[src/rtl/password_readback.sv]
// Purpose: replays three captured password digits on DIGIT/LEDS, one digit per HOLD_CYCLES window.
// Latency: first digit appears the cycle after START is accepted; DONE pulses on the first IDLE cycle.
// Backpressure: none; START is ignored while BUSY, ABORT cancels. Optional macro READBACK_GAP_EN adds blank gaps.
module password_readback #(
  parameter int HOLD_CYCLES = 100,
  parameter int GAP_CYCLES  = 20
) (
  input  logic       CLK,
  input  logic       RST,
  input  logic       START,
  input  logic       ABORT,
  input  logic [2:0] P1,
  input  logic [2:0] P2,
  input  logic [2:0] P3,
  output logic [2:0] DIGIT,
  output logic       DIGIT_VALID,
  output logic [1:0] IDX,
  output logic [2:0] LEDS,
  output logic       BUSY,
  output logic       DONE
);

`ifdef READBACK_GAP_EN
  typedef enum logic [1:0] {IDLE = 2'd0, SHOW = 2'd1, GAP = 2'd2} state_t;
  localparam logic [23:0] GAP_LAST = 24'(GAP_CYCLES - 1);
  logic [23:0] gap_cnt, gap_cnt_nxt;
`else
  typedef enum logic [1:0] {IDLE = 2'd0, SHOW = 2'd1} state_t;
`endif

  localparam logic [23:0] HOLD_LAST = 24'(HOLD_CYCLES - 1);

  state_t      state, state_nxt;
  logic [23:0] hold_cnt, hold_cnt_nxt;
  logic [1:0]  idx_q, idx_nxt;
  logic        done_q, done_nxt;
  logic        capture;
  logic [2:0]  dig1, dig2, dig3;

  // State, index, counters and the DONE pulse register
  always_ff @(posedge CLK) begin
    if (RST) begin
      state    <= IDLE;
      hold_cnt <= '0;
      idx_q    <= 2'd0;
      done_q   <= 1'b0;
`ifdef READBACK_GAP_EN
      gap_cnt  <= '0;
`endif
    end else begin
      state    <= state_nxt;
      hold_cnt <= hold_cnt_nxt;
      idx_q    <= idx_nxt;
      done_q   <= done_nxt;
`ifdef READBACK_GAP_EN
      gap_cnt  <= gap_cnt_nxt;
`endif
    end
  end

  // Snapshot of the password taken when playback starts; later input changes are ignored
  always_ff @(posedge CLK) begin
    if (RST) begin
      dig1 <= 3'd0;
      dig2 <= 3'd0;
      dig3 <= 3'd0;
    end else if (capture) begin
      dig1 <= P1;
      dig2 <= P2;
      dig3 <= P3;
    end
  end

  // Next-state logic: ABORT beats hold/gap expiry; START only counts in IDLE
  always_comb begin
    state_nxt    = state;
    hold_cnt_nxt = hold_cnt;
    idx_nxt      = idx_q;
    done_nxt     = 1'b0;
    capture      = 1'b0;
`ifdef READBACK_GAP_EN
    gap_cnt_nxt  = gap_cnt;
`endif
    case (state)
      IDLE: begin
        if (START) begin
          capture      = 1'b1;
          state_nxt    = SHOW;
          idx_nxt      = 2'd1;
          hold_cnt_nxt = '0;
        end
      end
      SHOW: begin
        if (ABORT) begin
          state_nxt    = IDLE;
          idx_nxt      = 2'd0;
          hold_cnt_nxt = '0;
        end else if (hold_cnt == HOLD_LAST) begin
          hold_cnt_nxt = '0;
          if (idx_q == 2'd3) begin
            state_nxt = IDLE;
            idx_nxt   = 2'd0;
            done_nxt  = 1'b1;
          end else begin
`ifdef READBACK_GAP_EN
            // IDX keeps the digit just shown until the gap ends
            state_nxt   = GAP;
            gap_cnt_nxt = '0;
`else
            idx_nxt     = idx_q + 2'd1;
`endif
          end
        end else begin
          hold_cnt_nxt = hold_cnt + 24'd1;
        end
      end
`ifdef READBACK_GAP_EN
      GAP: begin
        if (ABORT) begin
          state_nxt   = IDLE;
          idx_nxt     = 2'd0;
          gap_cnt_nxt = '0;
        end else if (gap_cnt == GAP_LAST) begin
          gap_cnt_nxt  = '0;
          hold_cnt_nxt = '0;
          state_nxt    = SHOW;
          idx_nxt      = idx_q + 2'd1;
        end else begin
          gap_cnt_nxt = gap_cnt + 24'd1;
        end
      end
`endif
      default: begin
        state_nxt    = IDLE;
        idx_nxt      = 2'd0;
        hold_cnt_nxt = '0;
      end
    endcase
  end

  // Output decode: a digit is only driven while in SHOW
  always_comb begin
    DIGIT       = 3'd0;
    DIGIT_VALID = 1'b0;
    LEDS        = 3'd0;
    if (state == SHOW) begin
      DIGIT_VALID = 1'b1;
      case (idx_q)
        2'd1: begin DIGIT = dig1; LEDS = 3'b001; end
        2'd2: begin DIGIT = dig2; LEDS = 3'b010; end
        2'd3: begin DIGIT = dig3; LEDS = 3'b100; end
        default: begin DIGIT = 3'd0; LEDS = 3'b000; end
      endcase
    end
  end

  assign IDX  = idx_q;
  assign BUSY = (state != IDLE);
  assign DONE = done_q;

endmodule

[config.mk]
export PLATFORM = sky130hd
export DESIGN_NAME = password_readback
export DESIGN_NICKNAME = d
export VERILOG_FILES = /design/src/rtl/password_readback.sv
export SDC_FILE = /design/constraint.sdc
export NUM_CORES = 1
export LEC_CHECK = 0
export CORE_UTILIZATION = 33
export CTS_BUF_LIST = sky130_fd_sc_hd__clkbuf_8
export CTS_CLUSTER_SIZE = 14
export DETAILED_ROUTE_END_ITERATION = 12
export RECOVER_POWER = 25
export SETUP_SLACK_MARGIN = 0.3
export SYNTH_ARGS = -nofsm -noshare
export SYNTH_HDL_FRONTEND = slang
export SYNTH_SLANG_ARGS = --single-unit
[constraint.sdc]
create_clock -name CLK -period 2.7 [get_ports CLK]
set_input_delay 0.405 -clock CLK [delete_from_list [all_inputs] [get_ports CLK]]
set_output_delay 0.405 -clock CLK [all_outputs]
set_load 0.01 [all_outputs]
Word-level counts from Yosys, hierarchy flattened
Cells that the tools add are included.
{ "word_totals": {"regBits": 38, "latchBits": 0, "ram_bits": 0, "romBits": 0, "output_inout_bits": 11, "n_memories": 0} }
{ "classes": {"add_sub_neg": 2, "mul": 0, "div": 0, "order_cmp": 0, "eq_ne": 8, "shift": 0, "n_mux": 21, "n_bitwise": 2, "reduce_logical": 5} }
{ "ops": {"columns": ["cell", "n"], "rows": [
  ["$mux W24", 3],
  ["$pmux W24 S2", 1],
  ["$add A24 B1 Y24 const B", 1],
  ["$eq A24 B7 Y1 const B", 1],
  ["$pmux W3 S3", 2],
  ["$mux W2", 7],
  ["$pmux W2 S2", 2],
  ["$mux W3", 2],
  ["$ne A3 B3 Y1 const B", 2],
  ["$eq A2 B1 Y1 const B", 2],
  ["$eq A2 B2 Y1 const B", 2],
  ["$mux W1", 4],
  ["$reduce_or A4 Y1", 1],
  ["$reduce_and A3 Y1", 1],
  ["$add A2 B1 Y2 const B", 1],
  ["$logic_not A2 Y1", 1],
  ["$ne A2 B2 Y1 const B", 1],
  ["$not A1 Y1", 2],
  ["$reduce_and A2 Y1", 1],
  ["$reduce_bool A2 Y1", 1]
]} }

Longest topological paths before layout
{ "logic_depth": {"word_depth": 5, "ltp_mapped": 7} }

Worst setup path before layout
OpenSTA, ideal clock, no wires.
{ "synth_timing": {"path_type": "reg2reg", "from": "register hold_cnt[0]", "to": "register hold_cnt[22]", "setup_ps": 117, "arrival_time_ps": 1809, "required_ps": 2583, "setup_slack_ps": 774, "stages_incl_launch_ff": 7, "n_path_buf": 0, "path_cell_list": "dfxtp_1 -> ha_1 -> nand4_1 -> or4b_4 -> nor3_2 -> xor2_1 -> a22o_1"} }
{ "synth_via": {"elab_chain_cells": 4, "word_cells_on_any_way": 5, "cone_classes": "add/sub: 1; eq/ne: 1; mux: 3"} }
{ "synth_lines": {"columns": ["item", "line_no", "source"], "rows": [
  ["from (decl)", "34", "logic [23:0] hold_cnt, hold_cnt_nxt;"],
  ["from (signal assigned)", "52", "hold_cnt <= hold_cnt_nxt;"],
  ["$add A24 B1 Y24 / $eq A24 B7 Y1 (equally long branches)", "114, 98", null],
  ["$mux W24 *", "98", "end else if (hold_cnt == HOLD_LAST) begin"],
  ["$mux W24 *", "94", "if (ABORT) begin"],
  ["$pmux W24 S2 *", "84", "case (state)"]
]} }
Every way passes the cells marked *; elsewhere a longest branch is shown, timed or not.
A chain may end at the register's enable or synchronous reset.

Worst setup path in the final report
{ "layout_timing": {"from": "register idx_q[0] (netlist: IDX[0])", "to": "output DIGIT[0]"} }
{ "layout_via": {"elab_chain_cells": 3, "word_cells_on_any_way": 5, "cone_classes": "eq/ne: 3; mux: 2"} }
{ "layout_lines": {"columns": ["item", "line_no", "source"], "rows": [
  ["from (decl)", "35", "logic [1:0] idx_q, idx_nxt;"],
  ["from (signal assigned)", "53", "idx_q <= idx_nxt;"],
  ["$eq A2 B2 Y1 / $eq A2 B1 Y1 (equally long branches)", "148", "case (idx_q)"],
  ["$pmux W3 S3 *", "148", null],
  ["$mux W3 *", "146", "if (state == SHOW) begin"],
  ["to (decl)", "15", "output logic [2:0] DIGIT,"]
]} }
Marked as above.

==> results.toml <==
[placed_design]
gp_congestion = 0.775
placed_cells = 315
portBuffers = 23
place_area_um2 = 2190
place_hpwl_um = 3080
pre_cts_ws_ps = 545

[layout]
n_antenna_cell = 0
layout.nets = 271
finish.utilization_pct = 43.9
final_common_cell = "dfxtp_1"
syn2layout_area_growth_pct = 24.3
final_cell_mix = "dfxtp_1, nand2_1, nor2_1"
drive_gt1_share_pct = 9.09
stdcell_count = 323
design_area_um2 = 2310

[sta]
setup_viol_count_final = 0
rsz0062_at_grt = "false"
layout_setup_ws_ps = 401
fmax_mhz = 435
fin_crit_sh_pct = 85.1
worst_pin_slew_ps = 658
slew_violations = 0
setup_tns_ps = 0
period_minus_slack_ps = 2300
skew_ps = 13.4
hold_viol_final = 0
slew_headroom_pct = 56.0

[clock_tree]
post-cts-setup-buffers = 0
clk_path_buf_depth = 2
clk_latency_ps = 290
cts.sinks = 37
cts_made_buffers = 5
cts.root.buffer_cell = "clkbuf_8"
cts_tree = "built"
h-tree-depth = 2
cts.clk_slew.worst_paths_ps = 80

[global_routing]
track_usage_pct = 15.3
globalRouteOverflowTotal = 0
grt_pass1_vias = 1578
antenna_found_initial = 0
grt_max_degree = 23
grt_pass1_wl_um = 7270

[die]
die_h_um = 77.1
die_w_um = 77.1
initial_utilization_pct = 35.3
die_area_um2 = 5940
pin_count = 24
rows = 26
placeableCoreArea_um2 = 5270

[logic_synthesis]
synth_area_per_cell_um2 = 8.30
synth_warnings = 0
synth_cell_type_count = 41
syn_area_um2 = 1860
synth_top_area_share_pct = 39.8
netlist_instances = 224
yosys-top-cells-area = "dfxtp_1, nand2_1, a21oi_1"
synth_seq_cells = 37
synth_top_cell_by_area = "dfxtp_1"
syn_nets = 243
yosysSeqAreaShare_pct = 39.8

[power_and_ir_drop]
power_density_nw_per_um2 = 503
leakagePower_nw = 0.839
peakVddDrop_mv = 0.199

[drt]
vias_per_cell = 5.23
antenna_left = 0
drtIter0Drc = 152
wl_per_cell_um = 13.2
drc_errors = 0
vias = 1688
firstDrtPassIters = 4
routed_wl_um = 4250

[status]
status = "finished, final reports clean"

[flow_run]
drv_cap = 0

[setup_path]
required_ps = 2300
cp.arrival_ps = 1890
start_kind = "flip-flop"
worstSetupEndpointType = "primary output"
worst-path-max-fanout = 7
crit_type = "flip-flop to primary output"

[hold_path]
hold_class = "flip-flop to flip-flop"
routing by layer:
layer | global-route usage [%] | part of all wire, % | up-vias
li1 | - | - | 860
met1 | 20.3 | 51 | 794
met2 | 23.6 | 45 | 26
met3 | 3.21 | 2.9 | 8
met4 | 6.98 | 1.7 | 0
met5 | 0 | 0 | -
registers in the layout (all words and copies together), names as in the netlist:
signal    count
hold_cnt     24
dig2          3
DONE          1
IDX           2
dig3          3
state         1
dig1          3
path summary, 6_finish.rpt:
| kind | startpoint | slack (ps) | depth (start not counted) | endpoint |
|---|---|---|---|---|
| max | IDX[0] | 400 | 5 | DIGIT[0] |
| min | dig1[0] | 460 | 2 | dig1[0] |
| max reg2reg | hold_cnt[0] | 530 | 6 | hold_cnt[22] |
| min reg2reg | dig1[0] | 460 | 2 | dig1[0] |
timing repair:
action / in CTS / in global routing
setup endpoints to repair: 2 / 1
resized for setup: 1 / 2
pin swaps: 0 / 1
hold buffers: 0 / 0
critical path, cell delays in order, from the launching register on:
cell and delay [ps]:
dfxtp_2 390, inv_1 90, ha_1 260, a222oi_1 320, nor2_1 70, clkdlybuf4s50_1 480
cell families (layout without fill, tap and decap cells):
group / Yosys count / in the layout / share of synthesized area (%)
buf+inv: 13 / 42 / 2.96
simple gates: 110 / 110 / 31.8
compound gates: 47 / 47 / 16.0
fa+ha+maj: 6 / 6 / 4.04
mux: 2 / 2 / 1.08
flops: 37 / 37 / 39.8
xor+xnor: 9 / 9 / 4.24
through the flow:
stage,power [mW],hold slack (ps)
after floorplan,0.628,430
after global placement,0.672,445
after detailed placement,0.671,448
after CTS,1.17,459
after global routing,1.20,486
final,1.16,458
power by group:
| part | total [mW] | internal [mW] | switching, mW |
|---|---|---|---|
| Combinational | 0.0907 | 0.0440 | 0.0467 |
| Sequential | 0.568 | 0.557 | 0.0107 |
| Clock | 0.504 | 0.300 | 0.203 |
synthesized netlist by cell type, drive strengths merged:
master	count
a22o	3
nand3	10
dfxtp	37
a21o	4
buf	3
clkbuf	5
nor2	21
inv	5
nand4b	1
nand2b	4
o21bai	1
o31a	1
a31oi	7
or4	1
nor4b	2
mux2i	2
a22oi	2
and2	5
nor4	8
and3	3
or4b	1
or2	1
a222oi	3
and4	2
or3	1
nor2b	1
nand4	8
ha	6
nor3b	3
xor2	5
nand2	33
nor3	4
a21boi	1
nand3b	1
a21oi	20
xnor2	4
o21ai	5
area by class of cell:
cell class | count | area (µm²)
Timing Repair Buffer | 29 | 278
Sequential cell | 37 | 743
Clock inverter | 2 | 37.5
Clock buffer | 6 | 82.6
Inverter | 5 | 18.8
Tap cell | 70 | 87.6
Fill cell | 539 | 2960
Multi-Input combinational cell | 174 | 1060
(Power assumes the default switching activity.)
